### src/rtl/gpu_cmd_pkg.sv
// gpu_cmd_pkg: shared constants, the packer state type and the
// three-word-to-instruction packing function for the GPU command path.
package gpu_cmd_pkg;

  localparam int INSTWIDTH = 82;

  localparam logic [31:0] START_WORD = 32'hF00BF00B;
  localparam logic [31:0] STOP_WORD  = 32'hDEADF00B;

  typedef enum logic [1:0] {
    IDLE = 2'd0,
    W0   = 2'd1,
    W1   = 2'd2,
    W2   = 2'd3
  } pack_state_t;

  // Low 14 bits of the third word carry no instruction content.
  function automatic logic [INSTWIDTH-1:0] pack_inst(input logic [31:0] w0,
                                                     input logic [31:0] w1,
                                                     input logic [31:0] w2);
    return {w0, w1, w2[31:14]};
  endfunction

endpackage

### src/rtl/gpu_inst_fifo.sv
// gpu_inst_fifo: generic show-ahead synchronous FIFO.
// Ports:
//   clk, reset_n  - clock, async active-low reset
//   clr           - synchronous flush, wins over push/pop
//   push, din     - write request and data
//   pop           - advance the head (ignored when empty)
//   dout          - head entry, forced to 0 while empty
//   empty, full   - status; full is count==DEPTH
//   count         - entries held, 0..DEPTH
// A push while full is accepted only when a pop happens in the same cycle.
module gpu_inst_fifo #(
  parameter int DEPTH = 16,
  parameter int WIDTH = 82
) (
  input  logic                     clk,
  input  logic                     reset_n,
  input  logic                     clr,
  input  logic                     push,
  input  logic                     pop,
  input  logic [WIDTH-1:0]         din,
  output logic [WIDTH-1:0]         dout,
  output logic                     empty,
  output logic                     full,
  output logic [$clog2(DEPTH):0]   count
);

  localparam int AW = $clog2(DEPTH);
  localparam int CW = AW + 1;

  logic [WIDTH-1:0] mem_q [DEPTH];
  logic [AW-1:0]    wr_ptr_q, wr_ptr_d;
  logic [AW-1:0]    rd_ptr_q, rd_ptr_d;
  logic [CW-1:0]    count_q, count_d;
  logic             do_push, do_pop;

  assign empty   = (count_q == '0);
  assign full    = (count_q == CW'(DEPTH));
  assign do_pop  = pop && !empty;
  assign do_push = push && (!full || do_pop);

  always_comb begin
    wr_ptr_d = wr_ptr_q;
    rd_ptr_d = rd_ptr_q;
    count_d  = count_q;
    if (clr) begin
      wr_ptr_d = '0;
      rd_ptr_d = '0;
      count_d  = '0;
    end else begin
      // Power-of-two depth: pointers wrap naturally.
      if (do_push) wr_ptr_d = wr_ptr_q + AW'(1);
      if (do_pop)  rd_ptr_d = rd_ptr_q + AW'(1);
      case ({do_push, do_pop})
        2'b10:   count_d = count_q + CW'(1);
        2'b01:   count_d = count_q - CW'(1);
        default: count_d = count_q;
      endcase
    end
  end

  always_ff @(posedge clk or negedge reset_n) begin
    if (!reset_n) begin
      wr_ptr_q <= '0;
      rd_ptr_q <= '0;
      count_q  <= '0;
    end else begin
      wr_ptr_q <= wr_ptr_d;
      rd_ptr_q <= rd_ptr_d;
      count_q  <= count_d;
    end
  end

  // Storage needs no reset: dout is masked while empty.
  always_ff @(posedge clk) begin
    if (do_push && !clr) mem_q[wr_ptr_q] <= din;
  end

  assign dout  = empty ? '0 : mem_q[rd_ptr_q];
  assign count = count_q;

endmodule

### src/rtl/gpu_cmd_packer.sv
// gpu_cmd_packer: frames host command words between START/STOP markers,
// packs every three words into an 82-bit instruction and buffers them in a
// show-ahead FIFO for the GPU core.
// Ports:
//   clk, reset_n         - clock, async active-low reset
//   soft_clr             - synchronous flush of FIFO, FSM and sticky flags
//   wr_valid, wr_data    - command word strobe and value
//   fifo_rd              - pop head instruction
//   fifo_data/empty/count- show-ahead FIFO view
//   in_frame, frame_done - framing status / STOP-accepted pulse
//   overflow, frame_err  - sticky error flags
// Build option: GPU_CMD_FRAMING_EN enables START/STOP framing. Without it
// the packer free-runs from W0 and every three words form an instruction.
module gpu_cmd_packer #(
  parameter int DEPTH     = 16,
  parameter int DATAWIDTH = 32,
  parameter int INSTWIDTH = 82
) (
  input  logic                     clk,
  input  logic                     reset_n,
  input  logic                     soft_clr,
  input  logic                     wr_valid,
  input  logic [DATAWIDTH-1:0]     wr_data,
  input  logic                     fifo_rd,
  output logic [INSTWIDTH-1:0]     fifo_data,
  output logic                     fifo_empty,
  output logic [$clog2(DEPTH):0]   fifo_count,
  output logic                     in_frame,
  output logic                     frame_done,
  output logic                     overflow,
  output logic                     frame_err
);

  import gpu_cmd_pkg::*;

`ifdef GPU_CMD_FRAMING_EN
  localparam pack_state_t RST_STATE = IDLE;
`else
  localparam pack_state_t RST_STATE = W0;
`endif

  pack_state_t            state_q, state_d;
  logic [DATAWIDTH-1:0]   w0_q, w0_d;
  logic [DATAWIDTH-1:0]   w1_q, w1_d;
  logic                   overflow_q, overflow_d;
  logic                   push;
  logic                   fifo_full;

  // ---- state register
  always_ff @(posedge clk or negedge reset_n) begin
    if (!reset_n) state_q <= RST_STATE;
    else          state_q <= state_d;
  end

  // ---- next state
  always_comb begin
    state_d = state_q;
    if (soft_clr) begin
      state_d = RST_STATE;
    end else if (wr_valid) begin
      case (state_q)
`ifdef GPU_CMD_FRAMING_EN
        IDLE: if (wr_data == START_WORD) state_d = W0;
        W0: begin
          if (wr_data == STOP_WORD)       state_d = IDLE;
          else if (wr_data == START_WORD) state_d = W0;
          else                            state_d = W1;
        end
`else
        IDLE: state_d = W0;
        W0:   state_d = W1;
`endif
        W1:      state_d = W2;
        W2:      state_d = W0;
        default: state_d = RST_STATE;
      endcase
    end
  end

  // ---- outputs: staging, push, flag events
`ifdef GPU_CMD_FRAMING_EN
  logic stop_acc, err_set;
  logic frame_done_q, frame_done_d;
  logic frame_err_q, frame_err_d;
`endif

  always_comb begin
    w0_d = w0_q;
    w1_d = w1_q;
    push = 1'b0;
`ifdef GPU_CMD_FRAMING_EN
    stop_acc = 1'b0;
    err_set  = 1'b0;
`endif
    if (!soft_clr && wr_valid) begin
      case (state_q)
`ifdef GPU_CMD_FRAMING_EN
        IDLE: if (wr_data != START_WORD) err_set = 1'b1;
        W0: begin
          if (wr_data == STOP_WORD)       stop_acc = 1'b1;
          else if (wr_data == START_WORD) err_set  = 1'b1;
          else                            w0_d     = wr_data;
        end
`else
        W0: w0_d = wr_data;
`endif
        // Markers are plain data once a word has been staged.
        W1:      w1_d = wr_data;
        W2:      push = 1'b1;
        default: ;
      endcase
    end
  end

  // A full FIFO still takes the push if the core pops in the same cycle.
  assign overflow_d = soft_clr ? 1'b0
                    : (overflow_q | (push && fifo_full && !fifo_rd));

`ifdef GPU_CMD_FRAMING_EN
  assign frame_done_d = stop_acc;
  assign frame_err_d  = soft_clr ? 1'b0 : (frame_err_q | err_set);
`endif

  always_ff @(posedge clk or negedge reset_n) begin
    if (!reset_n) begin
      w0_q       <= '0;
      w1_q       <= '0;
      overflow_q <= 1'b0;
    end else begin
      w0_q       <= soft_clr ? '0 : w0_d;
      w1_q       <= soft_clr ? '0 : w1_d;
      overflow_q <= overflow_d;
    end
  end

`ifdef GPU_CMD_FRAMING_EN
  always_ff @(posedge clk or negedge reset_n) begin
    if (!reset_n) begin
      frame_done_q <= 1'b0;
      frame_err_q  <= 1'b0;
    end else begin
      frame_done_q <= frame_done_d;
      frame_err_q  <= frame_err_d;
    end
  end

  assign in_frame   = (state_q != IDLE);
  assign frame_done = frame_done_q;
  assign frame_err  = frame_err_q;
`else
  assign in_frame   = 1'b1;
  assign frame_done = 1'b0;
  assign frame_err  = 1'b0;
`endif

  assign overflow = overflow_q;

  gpu_inst_fifo #(
    .DEPTH (DEPTH),
    .WIDTH (INSTWIDTH)
  ) u_fifo (
    .clk     (clk),
    .reset_n (reset_n),
    .clr     (soft_clr),
    .push    (push),
    .pop     (fifo_rd),
    .din     (pack_inst(w0_q, w1_q, wr_data)),
    .dout    (fifo_data),
    .empty   (fifo_empty),
    .full    (fifo_full),
    .count   (fifo_count)
  );

endmodule

### config.mk
export PLATFORM = sky130hd
export DESIGN_NAME = gpu_cmd_packer
export DESIGN_NICKNAME = d
export VERILOG_FILES = /design/src/rtl/gpu_cmd_pkg.sv /design/src/rtl/gpu_inst_fifo.sv /design/src/rtl/gpu_cmd_packer.sv
export SDC_FILE = /design/constraint.sdc
export NUM_CORES = 1
export LEC_CHECK = 0
export BUFFER_PORTS_ARGS = -buffer_cell sky130_fd_sc_hd__buf_2
export CAP_MARGIN = 40
export CORE_MARGIN = 8
export CORE_UTILIZATION = 28
export DETAILED_ROUTE_END_ITERATION = 6
export PLACE_DENSITY_LB_ADDON = 0.1
export RECOVER_POWER = 25
export SETUP_SLACK_MARGIN = 0.1
export SLEW_MARGIN = 10
export SYNTH_ARGS = -nofsm -noshare
export SYNTH_HDL_FRONTEND = slang
export SYNTH_HIERARCHICAL = 1
export SYNTH_SLANG_ARGS = --single-unit
### constraint.sdc
create_clock -name clk -period 7.8 [get_ports clk]
set_input_delay 1.56 -clock clk [delete_from_list [all_inputs] [get_ports clk]]
set_output_delay 1.56 -clock clk [all_outputs]
set_load 0.005 [all_outputs]
==> key figures <==
Power
  – Clk network pwr share: about two fifths
  – Power per cell area: 293 nW/um^2
  – Worst VDD drop: 0.239 mV
  – Combinational Power Share: 15.9%
  – Sw frac: 25.9%
  – Overall power: 18.4 mW
  – Sequential Power Share: 45.2%
  – Lkg Pwr: between 20 and 25 nW
  – Sw Pwr: 4.77 mW
  – Internal power: about 14 mW

Yosys
  – Post-synth EDFFs: 1312
  – Synth warnings: 6
  – Top FF cell, synth: edfxtp_1
  – Post-synthesis sequential area ratio: 77.1%
  – Post-Synthesis Cells: 2441
  – Mean Syn Cell Area: 22.0 um^2
  – Number of unique standard cell types used by synthesis: 51
  – Ys async rst share: around 5.7%
  – Flop and latch count out of synthesis: approximately 1400
  – Mapped cell area: 53700 um^2

Global routing
  – Met3 usage: approximately 2.6%
  – Most used routing layer: met2
  – Pin count of the biggest net entering global routing: 82
  – Total GRT Usage: 14.6%
  – Initial antenna violation count: 3
  – Global-route wire length before repair: about 220 mm
  – Vias in the first global route: 27800
  – Met1 GRT Util: 19.1%
  – GR Util met2: 25.0%
  – GR Overflow Total: 0

Min path
  – HP Start: overflow
  – Hold Path Depth: 2
  – Min-delay worst type: flop to flop
  – Worst Hold End: overflow

Setup path
  – Crit-path slowest cell: or4_1
  – Reg2reg path depth: 8
  – Setup crit start kind: flop
  – Critical Path RT: around 6.2 ns
  – Crit path DAT: a little under 4 ns
  – Crit Path Class: flop to output port
  – CP cell instances: or4_1, nor2_2, or2_4, buf_4, o21ai_1, buf_2
  – Crit end category: output port
  – R2R Path Start: state_q[0]
  – FF-to-FF End: u_fifo/mem_q[8][15]
  – Critical path buffers and inverters: 2
  – CP max FO: 33
  – Crit path largest cell delay: 0.77 ns
  – Register-to-register setup slack: ~3.5 ns
  – Crit path max-delay family: simple AND/OR/NAND/NOR gates
  – Crit. path cell count: 6

Final layout
  – Layout cells sized above 1: between 20% and 30%
  – Area Growth Syn to Fin: 17.1%
  – Final nets: 2695
  – Final instance area: between 60000 and 70000 um^2
  – Final std cells w/o fill: roughly 5300

Placement
  – Hpwl dp: 83.6 mm
  – Dpl cells: 4995
  – Post-DP Area: 57800 um^2
  – Port Buf Inserts: 125
  – Dpl ws: roughly 2.4 ns
  – Final Wtd Congestion: ~0.71

Clock tree
  – CTS buffer count: 156
  – TritonCTS clock tree: yes
  – H-tree levels: 4
  – Postcts setup bufs: 0
  – Post-CTS Resized: 0
  – CTS root buf: clkbuf_16
  – Clock Sink Count: around 1400
  – Clk pin slew, worst setup/hold paths: around 0.06 ns
  – Clock Latency Late Sink: 0.80 ns
  – Hold_buf cts: 0
  – Max Root-Sink Buffers: 3

Detailed routing
  – Via density: ~4.8
  – Via count: 25400
  – Post-route ant nets: 0
  – Wirelength, routed: roughly 150 mm
  – TritonRoute pass-1 iters: 6
  – DR WL/cell: ~29 um
  – Number of remaining DRC errors: 0
  – Starting DRT DRC Count: just under 2000

STA
  – Slew headroom: -9.07%
  – Post-route setup slack: ~2.3 ns
  – Max Slew Vio Count: 22
  – Final hold vios: 0
  – Fmax: 0.182 GHz
  – Least-Margin Pin Slew: 1.64 ns
  – Final period utilization: ~71%
  – Minimum clock period: about 5.5 ns
  – Setup_tns: 0 ns
  – Fin Clk Skew: 0.0265 ns
  – Final setup violation count: 0
  – RSZ-0062 raised after global routing: false

Floorplan
  – Core area: 190000 um^2
  – # rows: 160
  – Starting Density: between 20 and 30%
  – Chip height: 454 um
  – Area of the die: 206000 um^2
  – # IOs: 129
  – Die X: 454 um

Status
  – Failing checks: max-capacitance violations, max-slew violations
  – Status: finished with violations

Flow run
  – Max Cap Violations: 1
-- Yosys cell counts (3+ instances only) --
library cell,n,share of area (%)
dfrtp_1,79,3.7
clkbuf_2,3,0.028
o21ai_0,42,0.39
nand2_1,11,0.077
a21bo_2,53,0.99
mux2i_1,117,2.2
nor2_1,34,0.24
clkbuf_1,54,0.38
buf_4,10,0.14
nand3_1,67,0.62
o21ai_1,11,0.10
inv_1,12,0.084
buf_6,14,0.29
nand2b_1,4,0.047
a22oi_1,51,0.71
o22ai_1,32,0.37
a21oi_1,71,0.66
a21bo_1,11,0.21
xnor2_1,3,0.049
ha_1,12,0.28
mux4_2,328,14
xor2_1,4,0.065
buf_1,10,0.070
mux2_1,3,0.063
buf_2,63,0.59
edfxtp_1,1312,73
-- worst register-to-register path, delay by kind of cell, from the launching register on --
family / cells / cell delay, ns
DFF: 1 / 0.59
AOI/OAI and AO/OA: 1 / 0.54
adders and majority gates: 1 / 0.19
and+or+nand+nor: 4 / 1.78
buffers and inverters: 2 / 0.78
-- worst max-delay path by stage --
stage,end,from,slack [ns]
floorplan,u_fifo/mem_q[12][0],wr_valid,0.89
global placement,u_fifo/mem_q[8][41],soft_clr,2.25
detailed placement,u_fifo/mem_q[8][43],soft_clr,2.36
CTS,fifo_data[46],u_fifo/count[0],2.08
global route,fifo_data[46],u_fifo/count[1],2.07
finish,fifo_data[67],u_fifo/count[1],2.29
-- layout make-up --
class | instances | area (um^2)
clock inverters | 79 | 688
multi-input cells | 884 | 11600
repair buffers | 199 | 1670
clock buffers | 209 | 4270
inverters | 12 | 45.0
flip-flops and latches | 1392 | 41400
diodes | 2 | 5.00
well taps | 2511 | 3140
fillers | 17800 | 128000
-- through the flow --
stage,util [%],hold WS (ns)
final,33.0,0.539
after global routing,33.0,0.584
after CTS,33.0,0.540
after detailed placement,30.4,0.509
after global placement,30.2,0.507
after floorplan,-,0.511
-- routing by layer --
layer	vias to the layer above	part of all wire, %
met5	-	0
met3	214	3.5
li1	10700	-
met2	498	50
met4	0	2.4
met1	14000	44
-- sequential cells by signal, summed over array words and instances, names as in the netlist --
name and cells:
u_fifo/mem_q 1312, w0_q 32, w1_q 32, u_fifo/count 5, u_fifo/rd_ptr_q 4, u_fifo/wr_ptr_q 4
state_q 2, overflow 1
-- power groups by stage --
stage	Combinational, mW	Sequential, mW	Clock [mW]
after floorplan	1.90	8.39	0
after global placement	2.95	8.53	0
after detailed placement	3.06	8.48	0
after CTS	3.07	8.32	7.36
after global routing	3.20	8.33	7.63
final	2.93	8.32	7.15
-- layout by cell type, fill, tap and decap left out, types with 10 or more instances in the layout --
master,n
a22oi_1,51
buf_12,18
inv_1,12
buf_4,43
clkinv_2,26
ha_1,10
o21ai_1,10
mux2i_1,117
clkinv_1,30
mux4_2,328
a21bo_1,11
dfrtp_1,76
o22ai_1,32
clkbuf_1,42
clkbuf_16,160
nor2_4,16
nand3_1,67
buf_2,123
edfxtp_1,1312
a21oi_1,69
o21ai_0,42
buf_16,13
nand2_1,11
a21bo_2,53
nor2_1,18
-- kinds of logic (layout without fill, tap and decap cells) --
kind of cell	Yosys count	after routing	synth area share, %
other	2	5	0.0140
buffers and inverters	166	499	1.58
DFF	1392	1392	77.1
muxes	448	448	16.0
xor gates and xnor gates	7	7	0.114
and+or+nand+nor	131	131	1.20
AOI/OAI and AO/OA	282	282	3.67
adders and majority gates	13	13	0.317
Note: power is estimated with default switching activity, not from simulation.
